[src/rtl/comparator_seq.sv]
// Multi-cycle magnitude comparator: compares two WIDTH-bit operands MSB-first, CHUNK bits per clock.
// Optional two's-complement mode when COMPARATOR_SEQ_SIGNED_EN is defined (adds the is_signed input).
module comparator_seq #(
    parameter int unsigned WIDTH = 32,
    parameter int unsigned CHUNK = 4
) (
    input  logic             clk,
    input  logic             rst,
    input  logic             start,
    input  logic [WIDTH-1:0] w0,
    input  logic [WIDTH-1:0] w1,
`ifdef COMPARATOR_SEQ_SIGNED_EN
    input  logic             is_signed,
`endif
    output logic             busy,
    output logic             done,
    output logic             less,
    output logic             equal,
    output logic             greater
);

    localparam int unsigned NCHUNK = WIDTH / CHUNK;
    localparam int unsigned IDXW   = (NCHUNK > 1) ? $clog2(NCHUNK) : 1;
    localparam logic [IDXW-1:0] TOP_IDX = IDXW'(NCHUNK - 1);

    typedef enum logic {IDLE, CMP} state_t;

    state_t           state_q;
    logic [WIDTH-1:0] a_q, b_q;
    logic [IDXW-1:0]  idx_q;
    logic             busy_q, done_q, less_q, equal_q, greater_q;
`ifdef COMPARATOR_SEQ_SIGNED_EN
    logic             sgn_q;
`endif

    logic [CHUNK-1:0] a_chunk_d, b_chunk_d;
    int unsigned      lsb_d;

    // Select the current chunk; in signed mode flip the sign bit of the top chunk.
    always_comb begin
        lsb_d     = 32'(idx_q) * CHUNK;
        a_chunk_d = a_q[lsb_d +: CHUNK];
        b_chunk_d = b_q[lsb_d +: CHUNK];
`ifdef COMPARATOR_SEQ_SIGNED_EN
        if (sgn_q && (idx_q == TOP_IDX)) begin
            a_chunk_d[CHUNK-1] = ~a_chunk_d[CHUNK-1];
            b_chunk_d[CHUNK-1] = ~b_chunk_d[CHUNK-1];
        end
`endif
    end

    always_ff @(posedge clk or posedge rst) begin
        if (rst) begin
            state_q   <= IDLE;
            a_q       <= '0;
            b_q       <= '0;
            idx_q     <= '0;
            busy_q    <= 1'b0;
            done_q    <= 1'b0;
            less_q    <= 1'b0;
            equal_q   <= 1'b0;
            greater_q <= 1'b0;
`ifdef COMPARATOR_SEQ_SIGNED_EN
            sgn_q     <= 1'b0;
`endif
        end else begin
            done_q <= 1'b0;
            case (state_q)
                IDLE: begin
                    if (start) begin
                        a_q     <= w0;
                        b_q     <= w1;
                        idx_q   <= TOP_IDX;
                        busy_q  <= 1'b1;
                        state_q <= CMP;
`ifdef COMPARATOR_SEQ_SIGNED_EN
                        sgn_q   <= is_signed;
`endif
                    end
                end
                CMP: begin
                    if (a_chunk_d != b_chunk_d) begin
                        greater_q <= (a_chunk_d > b_chunk_d);
                        less_q    <= (a_chunk_d < b_chunk_d);
                        equal_q   <= 1'b0;
                        done_q    <= 1'b1;
                        busy_q    <= 1'b0;
                        state_q   <= IDLE;
                    end else if (idx_q == '0) begin
                        greater_q <= 1'b0;
                        less_q    <= 1'b0;
                        equal_q   <= 1'b1;
                        done_q    <= 1'b1;
                        busy_q    <= 1'b0;
                        state_q   <= IDLE;
                    end else begin
                        idx_q <= idx_q - 1'b1;
                    end
                end
                default: state_q <= IDLE;
            endcase
        end
    end

    assign busy    = busy_q;
    assign done    = done_q;
    assign less    = less_q;
    assign equal   = equal_q;
    assign greater = greater_q;

endmodule

[config.mk]
export PLATFORM = sky130hd
export DESIGN_NAME = comparator_seq
export DESIGN_NICKNAME = d
export VERILOG_FILES = /design/src/rtl/comparator_seq.sv
export SDC_FILE = /design/constraint.sdc
export NUM_CORES = 1
export LEC_CHECK = 0
export BUFFER_PORTS_ARGS = -buffer_cell sky130_fd_sc_hd__buf_2
export CAP_MARGIN = 5
export CORE_MARGIN = 4
export CORE_UTILIZATION = 50
export DETAILED_ROUTE_END_ITERATION = 10
export GPL_ROUTABILITY_DRIVEN = 0
export PLACE_DENSITY = 0.74
export SETUP_SLACK_MARGIN = 0.1
export SYNTH_ARGS = -nofsm -noshare
export SYNTH_HDL_FRONTEND = slang
export SYNTH_SLANG_ARGS = --single-unit
[constraint.sdc]
create_clock -name clk -period 4.1 [get_ports clk]
set_input_delay 0.205 -clock clk [delete_from_list [all_inputs] [get_ports clk]]
set_output_delay 0.205 -clock clk [all_outputs]
set_load 0.01 [all_outputs]
# Word level (Yosys, flattened, before mapping)

Index checks and enable logic that the tools add are counted.

Register bits after elaboration: 73
Bits in latches: 0
Memory bits (writable): 0
ROM bits: 0
Input port bits: 67
Output and inout port bits: 5
Word-level logic and storage cells: 45
Memories: 0

Add/subtract/negate cells: 1
Multipliers: 0
Div/mod/pow operators: 0
Magnitude comparators: 2
Equality and inequality tests: 5
Shifts and indexed selects: 2
Mux-type cells: 19
Bitwise gates (word level): 1
Reductions and logical operators: 6

Operators with widths:

| cell                                                                     | number |
|---|---|
| 32-bit by 6-bit variable part select with 4-bit output                   | 2 |
| 1-bit two-way mux                                                        | 13 |
| 3-bit two-way mux                                                        | 3 |
| 2-bit inequality test (second input constant)                            | 3 |
| 3-bit one-hot mux with 2 select lines                                    | 1 |
| 2-bit AND reduction                                                      | 3 |
| 4-bit greater-than comparator                                            | 1 |
| 4-bit < comparator                                                       | 1 |
| 4-bit inequality test                                                    | 1 |
| 1-bit one-hot mux with 2 select lines                                    | 2 |
| 3-bit zero test                                                          | 1 |
| 3-bit by 1-bit inequality test with 1-bit output (second input constant) | 1 |
| 3-bit AND reduction                                                      | 1 |
| 3-bit by 1-bit subtractor with 3-bit output (second input constant)      | 1 |
| 2-bit nonzero test                                                       | 1 |
| 1-bit NOT                                                                | 1 |

# Depth between registers and ports, before layout

Depth in word-level cells: 4
Mapped depth: 9
Depth with buffers taken out: 7

# Worst setup path after synthesis

No wires, ideal clock.

Path kind: register to register
Start point: reg idx_q[0]
End point: reg idx_q[2]
Setup time: 126 ps
Arrival: 2312 ps
Required time: 3974 ps
Path slack: 1662 ps
Stages on the path, launching flop included: 9
Buffers on the path: 1
Clock period less this slack: 2438 ps
Path through: dfrtp_1 buf_6 mux4_1 mux2_2 ha_1 nand4_1 nand2_1 nand3_1 a221o_1

Word-level cells in the longest chain between the ends: 4
Elaborated cells between the ends (all ways): 11
Those cells by class: add/sub: 1; eq/ne: 3; shift: 2; mux: 3; reduce/logical: 2

RTL lines:

| what                                                                                          | RTL line | RTL |
|---|---|---|
| start: declaration                                                                            | 30       | `logic [IDXW-1:0] idx_q;` |
| start signal: assignment                                                                      | 97       | `idx_q <= idx_q - 1'b1;` |
| 32-bit by 6-bit variable part select with 4-bit output (tied with other cells)                | 42       | `a_chunk_d = a_q[lsb_d +: CHUNK];` |
| 4-bit inequality test or 3-bit two-way mux (tied branches)                                    | 82, 89   |  |
| 2-bit inequality test (no source line) or 3-bit two-way mux (tied branches)                   | -        |  |
| 3-bit AND reduction (no source line) or 3-bit one-hot mux with 2 select lines (tied branches) | -        |  |

Parallel ways exist; a longest one is shown, timed or not. The select of a mux whose other input is x is not followed.
A chain may end at the register's enable or synchronous reset.

# Worst setup path in the final report

Ends and elaborated chain as after synthesis.

==> results by group <==
Clocking
  • Clk_lat worst skew: 330 ps
  • Cts bufs inserted: 9
  • Worst-path clk slew: 70 ps
  • Worst-case clock buffer depth: 2
  • Root Driver: clkbuf_8
  • Hold buffer count at cts: 0
  • Post-CTS setup buffers: 0
  • TritonCTS Sinks: 73
  • CTS tree: built
  • CTS resizes: 0
  • CTS H-tree lvls: 3

Finish
  • Post-route cell area: 0.00393 mm²
  • Area Overhead vs Synth: 16.9%
  • Final Core Density: 0.612
  • Ant. Diodes: 0
  • FILL cells: 490
  • Final #Nets: about 360
  • Multi-input gate area in the final layout: 0.00143 mm²
  • Storage cell area: 0.00183 mm²
  • Layout cells sized above 1: 0.578

Synth
  • Yosys reg bits: 73
  • Netlist cell types: 25
  • Synthesized Nets: around 290
  • Sequential share of the synthesized area: 0.544
  • Post-synth EDFFs: 0
  • Post-synth top area cell: dfrtp_1
  • Synth async-reset ratio: 1.00
  • Syn Inst Count: 212
  • Synth top cells by count: 73 x dfrtp_1, 68 x mux2_2, 9 x mux4_2, 7 x buf_2, 7 x mux4_1
  • Netlist Area Pre-Place: ~0.0034 mm²
  • Dominant synthesized flop cell: dfrtp_1
  • Yosys top cell area share: 0.544
  • Synth top area cells: dfrtp_1 54%, mux2_2 23%, mux4_2 6.0%
  • Synth warn: 0
  • Count leader, synth: dfrtp_1
  • Syn avg cell area: 15.8 µm²

Timing
  • Skew final: 3.95 ps
  • Post-route minimum period: 3060 ps
  • Highest Clock Rate: roughly 0.33 GHz
  • Fin. Hold Viols: 0
  • Final period util: 0.746
  • Setup_tns: 0 ps
  • # setup viols final: 0
  • RSZ-0062 raised after global routing: no
  • Slew HR: 0.428
  • Max-slew violation count: 0
  • Actual slew at the worst max-slew pin: about 860 ps

GRT
  • Gr usage total: 0.165
  • Initial antenna violation count: 0
  • Global route overflow: 0
  • Number of global-route vias before repair: 2141
  • Global-route wire length before repair: 10400 µm
  • Largest net degree at the start of global routing: 51

Floorplanning
  • Die area: slightly above 0.008 mm²
  • IO Pins: slightly above 70
  • CORE AREA: 0.00642 mm²
  • Die X: 90.0 µm
  • Initial core utilization: 0.523
  • Number of core rows: 29
  • Die Y: around 90 µm

Routing
  • DRT iter0 DRCs: 63
  • WL final: 6150 µm
  • WL per Instance: 16.8 µm
  • Via density: 5.45
  • Final ANT Viol Nets: 0
  • Total number of vias: 1993
  • TritonRoute pass-1 iters: 4
  • Residual DRC count: 0

Placed design
  • Dpl hpwl: roughly 4400 µm
  • Port Buffer Count: between 70 and 80
  • Post-DP Area: approximately 0.0038 mm²

Critical path
  • Worst setup EP type: flip-flop
  • Max stage delay cell, worst path: dfrtp_1
  • Crit path kind: reg -> reg
  • CP arrival: 3280 ps
  • CP peak stage delay: 710 ps
  • CP Cell Sequence: buf_4 > mux4_1 > mux2_2 > ha_1 > nand4_1 > nand2_1 > nand3_1 > a221o_1
  • CP Launch Type: flip-flop
  • Worst Path Max Fanout: 13
  • CP required: 4320 ps

Pwr
  • Seq pwr share: 0.440
  • Net Sw Frac: 0.315
  • NetSw: about 0.95 mW
  • Clock share of power: 0.165
  • Max VDD drop: roughly 0.00038 V
  • Combinational cell fraction of total power: 0.395
  • PwrDens: between 700 and 800 mW/mm²
  • Cell Int Power: approximately 2.1 mW
  • Leakage power: around 1.8 nW

Job
  • # Max-Cap Violations: 0

Run status
  • Status: completed

Min path
  • Hold WC Path Type: in -> async
power by group through the flow:
stage	combinational, mW	clock [mW]	sequential (mW)
6_report	1.20	0.500	1.33
3_3_place_gp	1.17	0	1.34
4_1_cts	1.21	0.520	1.34
3_5_place_dp	1.21	0	1.35
5_1_grt	1.34	0.550	1.39
2_1_floorplan	1.07	0	1.21
per-layer routing:
layer  up-vias  GRT usage  share of wire
met4         0     0.0651          0.021
met2        53      0.249           0.49
met1       991      0.220           0.44
met3        12     0.0559          0.052
li1        937          -              -
met5         -          0              0
layout make-up:
class,instances,share of cell area
Clock buffer,14,0.0414
Clock inverter,2,0.00318
Inverter,5,0.00478
Multi-Input combinational cell,121,0.365
Sequential cell,73,0.465
Tap cell,77,0.0245
Timing Repair Buffer,74,0.0962
worst max-delay path: cells and delay by family, from the launching register on:
kind / cells / cell delay, ps
flops: 1 / 710
simple gates: 3 / 490
mux: 2 / 820
fa+ha+maj: 1 / 270
buf+inv: 1 / 300
compound gates: 1 / 360
kinds of logic after synthesis:
group,after synthesis,synth area share
multiplexers,88,0.355
flip-flops,73,0.544
buffers and inverters,18,0.0317
AND/OR/NAND/NOR,14,0.0212
AO/OA/AOI/OAI,13,0.0261
adder cells (fa/ha/maj),6,0.0223
layout by cell type (no fill, tap or decap), drive strengths merged, types with 2 or more instances in the layout:
| master | count |
|---|---|
| buf | 74 |
| dfrtp | 73 |
| mux2 | 68 |
| mux4 | 16 |
| clkbuf | 14 |
| ha | 6 |
| inv | 5 |
| mux2i | 4 |
| a21oi | 3 |
| nor2 | 3 |
| nand2 | 3 |
| nand3 | 3 |
| o21ai | 3 |
| a31oi | 2 |
| o21a | 2 |
per-stage QoR:
| stage | hold WS (ps) | setup WS (ps) | cells | power (mW) |
|---|---|---|---|---|
| 3_5_place_dp | 434 | 1010 | 350 | 2.56 |
| 2_1_floorplan | 357 | 1660 | 212 | 2.28 |
| 6_report | 42.7 | 1040 | 366 | 3.02 |
| 5_1_grt | 75.4 | 803 | 366 | 3.27 |
| 3_3_place_gp | 419 | 1070 | 350 | 2.52 |
| 4_1_cts | 59.2 | 1010 | 366 | 3.07 |
flip-flops by register name (all words and copies together), names as in the netlist:
signal   cells
less         1
done         1
greater      1
b_q         32
busy         1
equal        1
idx_q        3
state_q      1
a_q         32
path summary, 6_finish.rpt:
| check | from | to | slack [ps] | cells after the start |
|---|---|---|---|---|
| worst min register to register | equal$_DFFE_PP0P_ | equal$_DFFE_PP0P_ | 490 | 1 |
| worst max-delay path | idx_q[0]$_DFFE_PP0P_ | idx_q[2]$_DFFE_PP0P_ | 1040 | 8 |
| min in group clk | w1[9] | b_q[9]$_DFFE_PP0P_ | 90 | 2 |
| max in group asynchronous | rst | a_q[22]$_DFFE_PP0P_ | 3110 | 3 |
| worst min-delay path | rst | b_q[22]$_DFFE_PP0P_ | 40 | 2 |
| worst max register to register | idx_q[0]$_DFFE_PP0P_ | idx_q[2]$_DFFE_PP0P_ | 1040 | 8 |
(Power assumes the default switching activity.)
